===== config.mk =====
export PLATFORM = sky130hd
export DESIGN_NAME = uart_rx_param
export DESIGN_NICKNAME = d
export VERILOG_FILES = /design/src/rtl/uart_rx_param.sv
export SDC_FILE = /design/constraint.sdc
export NUM_CORES = 1
export LEC_CHECK = 0
export CORE_MARGIN = 1
export CORE_UTILIZATION = 51
export CTS_CLUSTER_SIZE = 14
export DETAILED_ROUTE_END_ITERATION = 6
export GPL_TIMING_DRIVEN = 1
export PLACE_DENSITY = 0.84
export SLEW_MARGIN = 20
export SYNTH_ARGS = -nofsm -noshare
export SYNTH_HDL_FRONTEND = slang
export SYNTH_SLANG_ARGS = --single-unit

===== constraint.sdc =====
create_clock -name clk -period 1.6 [get_ports clk]
set_input_delay 0.32 -clock clk [delete_from_list [all_inputs] [get_ports clk]]
set_output_delay 0.32 -clock clk [all_outputs]
set_load 0.005 [all_outputs]

===== src/rtl/uart_rx_param.sv =====
`default_nettype none
// ============================================================================
// Module      : uart_rx_param
// Description : Parameterised UART receiver. It has a 2-flop input
//               synchroniser, mid-bit sampling, optional parity, frame-error
//               and break detection, and a valid/ready output holding
//               register with overrun reporting.
//               Optional feature: define UART_RX_MAJORITY_EN to take each
//               bit as the 2-of-3 majority of samples around mid-bit.
// Revision    : 1.0 - initial release
// ============================================================================
module uart_rx_param #(
    parameter int CLKS_PER_BIT = 5208,
    parameter int DATA_BITS    = 8,
    parameter int PARITY       = 2
) (
    input  logic                 clk,
    input  logic                 rst_n,
    input  logic                 rx,
    output logic [DATA_BITS-1:0] data_rx,
    output logic                 rx_valid,
    input  logic                 rx_ready,
    output logic                 parity_err,
    output logic                 frame_err,
    output logic                 overrun,
    output logic                 rx_busy
);

    localparam int CNT_W = (CLKS_PER_BIT > 1) ? $clog2(CLKS_PER_BIT) : 1;
    localparam int IDX_W = $clog2(DATA_BITS);

    localparam logic [CNT_W-1:0] c_HALF     = CNT_W'(CLKS_PER_BIT / 2);
    localparam logic [CNT_W-1:0] c_LAST_CNT = CNT_W'(CLKS_PER_BIT - 1);
    localparam logic [IDX_W-1:0] c_LAST_BIT = IDX_W'(DATA_BITS - 1);

    localparam logic [2:0] S_IDLE       = 3'd0;
    localparam logic [2:0] S_START      = 3'd1;
    localparam logic [2:0] S_DATA       = 3'd2;
    localparam logic [2:0] S_PARITY     = 3'd3;
    localparam logic [2:0] S_STOP       = 3'd4;
    localparam logic [2:0] S_BREAK_WAIT = 3'd5;

    logic                 r_sync1;
    logic                 r_rx_sync;
    logic [2:0]           r_state;
    logic [2:0]           w_next_state;
    logic [CNT_W-1:0]     r_cnt;
    logic [IDX_W-1:0]     r_bit_idx;
    logic [DATA_BITS-1:0] r_shift;
    logic                 r_par_bit;
    logic                 w_tick;
    logic                 w_bit;
    logic                 w_shift_en;
    logic                 w_par_en;
    logic                 w_load;
    logic                 w_par_x;
    logic                 w_par_err;

`ifdef UART_RX_MAJORITY_EN
    localparam logic [CNT_W-1:0] c_HALF_M1 = c_HALF - CNT_W'(1);
    localparam logic [CNT_W-1:0] c_HALF_P1 = c_HALF + CNT_W'(1);

    logic r_maj_a;
    logic r_maj_b;

    // Capture the two early votes; the third is the live value at the decision.
    always_ff @(posedge clk or negedge rst_n) begin
        if (!rst_n) begin
            r_maj_a <= 1'b1;
            r_maj_b <= 1'b1;
        end else begin
            if (r_cnt == c_HALF_M1) r_maj_a <= r_rx_sync;
            if (r_cnt == c_HALF)    r_maj_b <= r_rx_sync;
        end
    end

    assign w_tick = (r_cnt == c_HALF_P1);
    assign w_bit  = (r_maj_a & r_maj_b) | (r_maj_a & r_rx_sync) | (r_maj_b & r_rx_sync);
`else
    assign w_tick = (r_cnt == c_HALF);
    assign w_bit  = r_rx_sync;
`endif

    // Two-flop synchroniser; resets to the idle line level.
    always_ff @(posedge clk or negedge rst_n) begin
        if (!rst_n) begin
            r_sync1   <= 1'b1;
            r_rx_sync <= 1'b1;
        end else begin
            r_sync1   <= rx;
            r_rx_sync <= r_sync1;
        end
    end

    // FSM state register.
    always_ff @(posedge clk or negedge rst_n) begin
        if (!rst_n) r_state <= S_IDLE;
        else        r_state <= w_next_state;
    end

    // FSM next-state logic.
    always_comb begin
        w_next_state = r_state;
        case (r_state)
            S_IDLE:       if (!r_rx_sync) w_next_state = S_START;
            S_START:      if (w_tick) w_next_state = w_bit ? S_IDLE : S_DATA;
            S_DATA:       if (w_tick && (r_bit_idx == c_LAST_BIT))
                              w_next_state = (PARITY != 0) ? S_PARITY : S_STOP;
            S_PARITY:     if (w_tick) w_next_state = S_STOP;
            S_STOP:       if (w_tick)
                              w_next_state = (!w_bit && (r_shift == '0)) ? S_BREAK_WAIT : S_IDLE;
            S_BREAK_WAIT: if (r_rx_sync) w_next_state = S_IDLE;
            default:      w_next_state = S_IDLE;
        endcase
    end

    // FSM outputs: busy flag and per-state sample strobes.
    always_comb begin
        rx_busy    = (r_state != S_IDLE);
        w_shift_en = (r_state == S_DATA)   && w_tick;
        w_par_en   = (r_state == S_PARITY) && w_tick;
        w_load     = (r_state == S_STOP)   && w_tick;
    end

    // Bit-timing counter: held at 0 in IDLE so a start edge begins at count 0.
    always_ff @(posedge clk or negedge rst_n) begin
        if (!rst_n)                  r_cnt <= '0;
        else if (r_state == S_IDLE)  r_cnt <= '0;
        else if (r_cnt == c_LAST_CNT) r_cnt <= '0;
        else                         r_cnt <= r_cnt + CNT_W'(1);
    end

    // Data shift register (LSB first), bit index and captured parity bit.
    always_ff @(posedge clk or negedge rst_n) begin
        if (!rst_n) begin
            r_bit_idx <= '0;
            r_shift   <= '0;
            r_par_bit <= 1'b0;
        end else begin
            if (r_state == S_START) r_bit_idx <= '0;
            if (w_shift_en) begin
                r_shift   <= {w_bit, r_shift[DATA_BITS-1:1]};
                r_bit_idx <= r_bit_idx + IDX_W'(1);
            end
            if (w_par_en) r_par_bit <= w_bit;
        end
    end

    // Parity check over received data plus parity bit.
    always_comb begin
        w_par_x   = ^{r_shift, r_par_bit};
        w_par_err = 1'b0;
        case (PARITY)
            1:       w_par_err = w_par_x;
            2:       w_par_err = ~w_par_x;
            default: w_par_err = 1'b0;
        endcase
    end

    // Output holding register: load on stop sample, clear on accept.
    always_ff @(posedge clk or negedge rst_n) begin
        if (!rst_n) begin
            data_rx    <= '0;
            rx_valid   <= 1'b0;
            parity_err <= 1'b0;
            frame_err  <= 1'b0;
            overrun    <= 1'b0;
        end else if (w_load) begin
            data_rx    <= r_shift;
            rx_valid   <= 1'b1;
            parity_err <= w_par_err;
            frame_err  <= ~w_bit;
            overrun    <= rx_valid & ~rx_ready;
        end else if (rx_valid && rx_ready) begin
            rx_valid   <= 1'b0;
            parity_err <= 1'b0;
            frame_err  <= 1'b0;
            overrun    <= 1'b0;
        end
    end

endmodule
`default_nettype wire

==> flow_summary.toml, run 1 <==
[setup_path]
critPathLaunchType = "flip-flop"
cp_top_family = "simple AND/OR/NAND/NOR gates"
critPathKind = "reg -> reg"
worstPathRequired_ns = 1.79
path_max_fanout = 5
crit_path_end_kind = "flip-flop"
path_buf_inv = 1
cp_data_arrival_time_ns = 2.04
crit_chain = "inv_1 -> ha_1 -> and4bb_2 -> nand4_4 -> a221oi_4 -> mux2_4"
critPathMaxStageDelay_ns = 0.39
critPathSlowestCell = "dfrtp_1"

[final_layout]
final_nets = 235
antenna_cells = 0
fill_cells = 220
drive_gt1_share_pct = 34.2
syn2layout_area_growth_pct = 31.5

[yosys]
yosys_warnings = 0
netlist_instances = 177
seq_area_frac_synth_pct = 51.1
synth-edff-count = 0
synth_area_leaders = "dfrtp_1, mux2_2, xnor2_1"
yosys-top-cells-count = "dfrtp_1, nor2_1, mux2_2, nand2_1, xnor2_1"
syn_nets = 185
synth_cell_types = 36
ys_async_sr_fraction_pct = 100
avgSynthCellArea_sq_um = 11.6
syn-cell-area_sq_mm = 0.00206
synth_seq_cells = 42
synthFlopType = "dfrtp_1"
yosysTopAreaCell = "dfrtp_1"
synth_top_area_share_pct = 48.6
synth_most_common_cell = "dfrtp_1"

[route]
first_pass_iters = 4
wire_per_inst_um = 18.2
met2_length_um = 2560
antenna_left = 0
first_iter_violations = 76
highest_layer = "met4"
vias = 1602
wl_met3_um = 195
remaining_drc_errors = 0
wl_um = 5010
met1_length_um = 2060
via_per_inst = 5.80

[timing]
rsz0062_at_grt = "true"
worstMarginPinSlew_ns = 0.448
finalClockSkew_ns = 0.00878
whs_ns = 0.358
fin_ws_ns = -0.247
finalCritPeriodShare_pct = 115
slew_headroom_pct = 70.1
final_hold_viol_count = 0
drv_slew = 0
fmax_ghz = 0.541
fin_crit_ns = 1.85
setup_viol = 38

[floorplanning]
die_w_um = 65.6
core_sq_mm = 0.00377
die_h_um = 65.6
io_pins = 17
die_area_sq_mm = 0.00430
initial_utilization_pct = 54.6
rows = 22

[grt]
grt_pass1_vias = 1631
antenna_found_initial = 0
grt_use_total_pct = 25.3
globalRouteOverflowTotal = 0
grt_pass1_wl_um = 8010
grt_max_degree = 26

[clocking]
clock_latency_ns = 0.30
cts_buffers = 5
htreeDepth = 2
cts_tree = "built"
cts_sinks = 42
clkTransAtPathRegs_ns = 0.08
root_buffer = "clkbuf_8"
clk_path_buf_depth = 2

[placement]
gp_congestion = 0.826
dp_hpwl_um = 3140
io_buffers = 16

[pwr]
powerDensity_mw_per_mm2 = 674
p_total_mw = 1.83
ir_worst_vdd_v = 0.000616
p_leak_nw = 1.18

[status]
status = "finished with violations"
violations = "setup timing"

[min_path]
hold_path.class = "reg -> reg"

[flow_run]
cap_violations = 0
-- sequential cells by signal (all words and copies together) (netlist names) --
signal and flops:
data_rx 8, rx_valid 1, frame_err 1, r_par_bit 1
r_sync1 1, r_shift 8, r_bit_idx 3, overrun 1
parity_err 1, r_rx_sync 1, r_cnt 13, r_state 3
-- metal layers --
layer,track usage (%),vias up
li1,-,710
met4,11.1,0
met1,32.8,809
met3,3.47,24
met5,0,-
met2,41.9,59
-- per-stage QoR --
stage / instance area [sq um] / utilization, % / worst slack [ns] / setup TNS, ns / instances
2_1_floorplan: 2090 / - / -0.154 / -2.42 / 177
3_3_place_gp: 2470 / 65.6 / -0.118 / -1.93 / 262
3_5_place_dp: 2470 / 65.6 / -0.174 / -3.62 / 262
4_1_cts: 2680 / 71.0 / -0.186 / -3.05 / 274
5_1_grt: 2710 / 71.9 / -0.320 / -9.18 / 276
6_report: 2710 / 71.9 / -0.247 / -6.27 / 276
-- power breakdown --
part / switching (mW) / total (mW) / leakage, nW / internal, mW
sequential: 0.00291 / 1.07 / 0.565 / 1.07
clock: 0.371 / 0.718 / 0.0472 / 0.347
combinational: 0.0262 / 0.0414 / 0.569 / 0.0152
total: 0.400 / 1.83 / 1.18 / 1.43
-- kinds of logic after synthesis --
| logic type | count (synthesis) | synth area share (%) |
|---|---|---|
| AO/OA/AOI/OAI | 9 | 4.74 |
| multiplexers | 24 | 12.8 |
| flip-flops | 42 | 51.1 |
| AND/OR/NAND/NOR | 63 | 16.3 |
| buffers and inverters | 16 | 3.82 |
| adder cells (fa/ha/maj) | 4 | 2.43 |
| XOR/XNOR | 19 | 8.74 |
-- timing repair --
item	CTS	global route
hold endpoints to repair	17	0
pin swaps	5	0
resized for setup	19	3
hold buffers	1	0
setup endpoints to repair	39	38
buffers inserted	2	2
cloned	1	0
-- cells in the final DEF, fill, tap and decap left out, drive strengths merged, types with 2 or more instances in the layout --
master	instances
nor3	3
inv	10
and4	2
mux2i	5
dfrtp	40
mux2	19
nand3	4
nand2	13
clkbuf	6
nor3b	2
xor2	5
clkdlybuf4s50	14
buf	33
dfstp	2
xnor2	13
nor4	5
ha	4
nand3b	3
nand4	5
nor2	23
-- worst paths after layout --
kind                           from    endpoint  slack, ns  depth (start not counted)
hold / removal              r_sync1   r_rx_sync       0.36                          0
setup / recovery           r_cnt[1]  r_state[0]      -0.25                          6
hold reg to reg             r_sync1   r_rx_sync       0.36                          0
setup reg to reg           r_cnt[1]  r_state[0]      -0.25                          6
max in group asynchronous     rst_n   r_rx_sync       0.54                          3
min in group asynchronous     rst_n     overrun       0.49                          2
-- cell type report --
type	instances	area, sq um	area share (%)
sequential	42	1050	38.9
multi-input combinational	119	1030	38.0
timing repair buffer	49	433	16.0
clock buffer	6	82.6	3.05
tap	48	60.1	2.22
inverter	10	37.5	1.39
clock inverter	2	12.5	0.462
(Power assumes the default switching activity.)
==> run 2, diff against run 1 <==
- CTS_CLUSTER_DIAMETER: not set -> 200
==> results of run 2 <==
No change in the layout: final DEF, timing and power equal those of run 1.
==> run 3, diff against run 2 <==
- SLEW_MARGIN: 20 -> not set
==> results of run 3 <==
No change in the layout: final DEF, timing and power equal those of run 1.
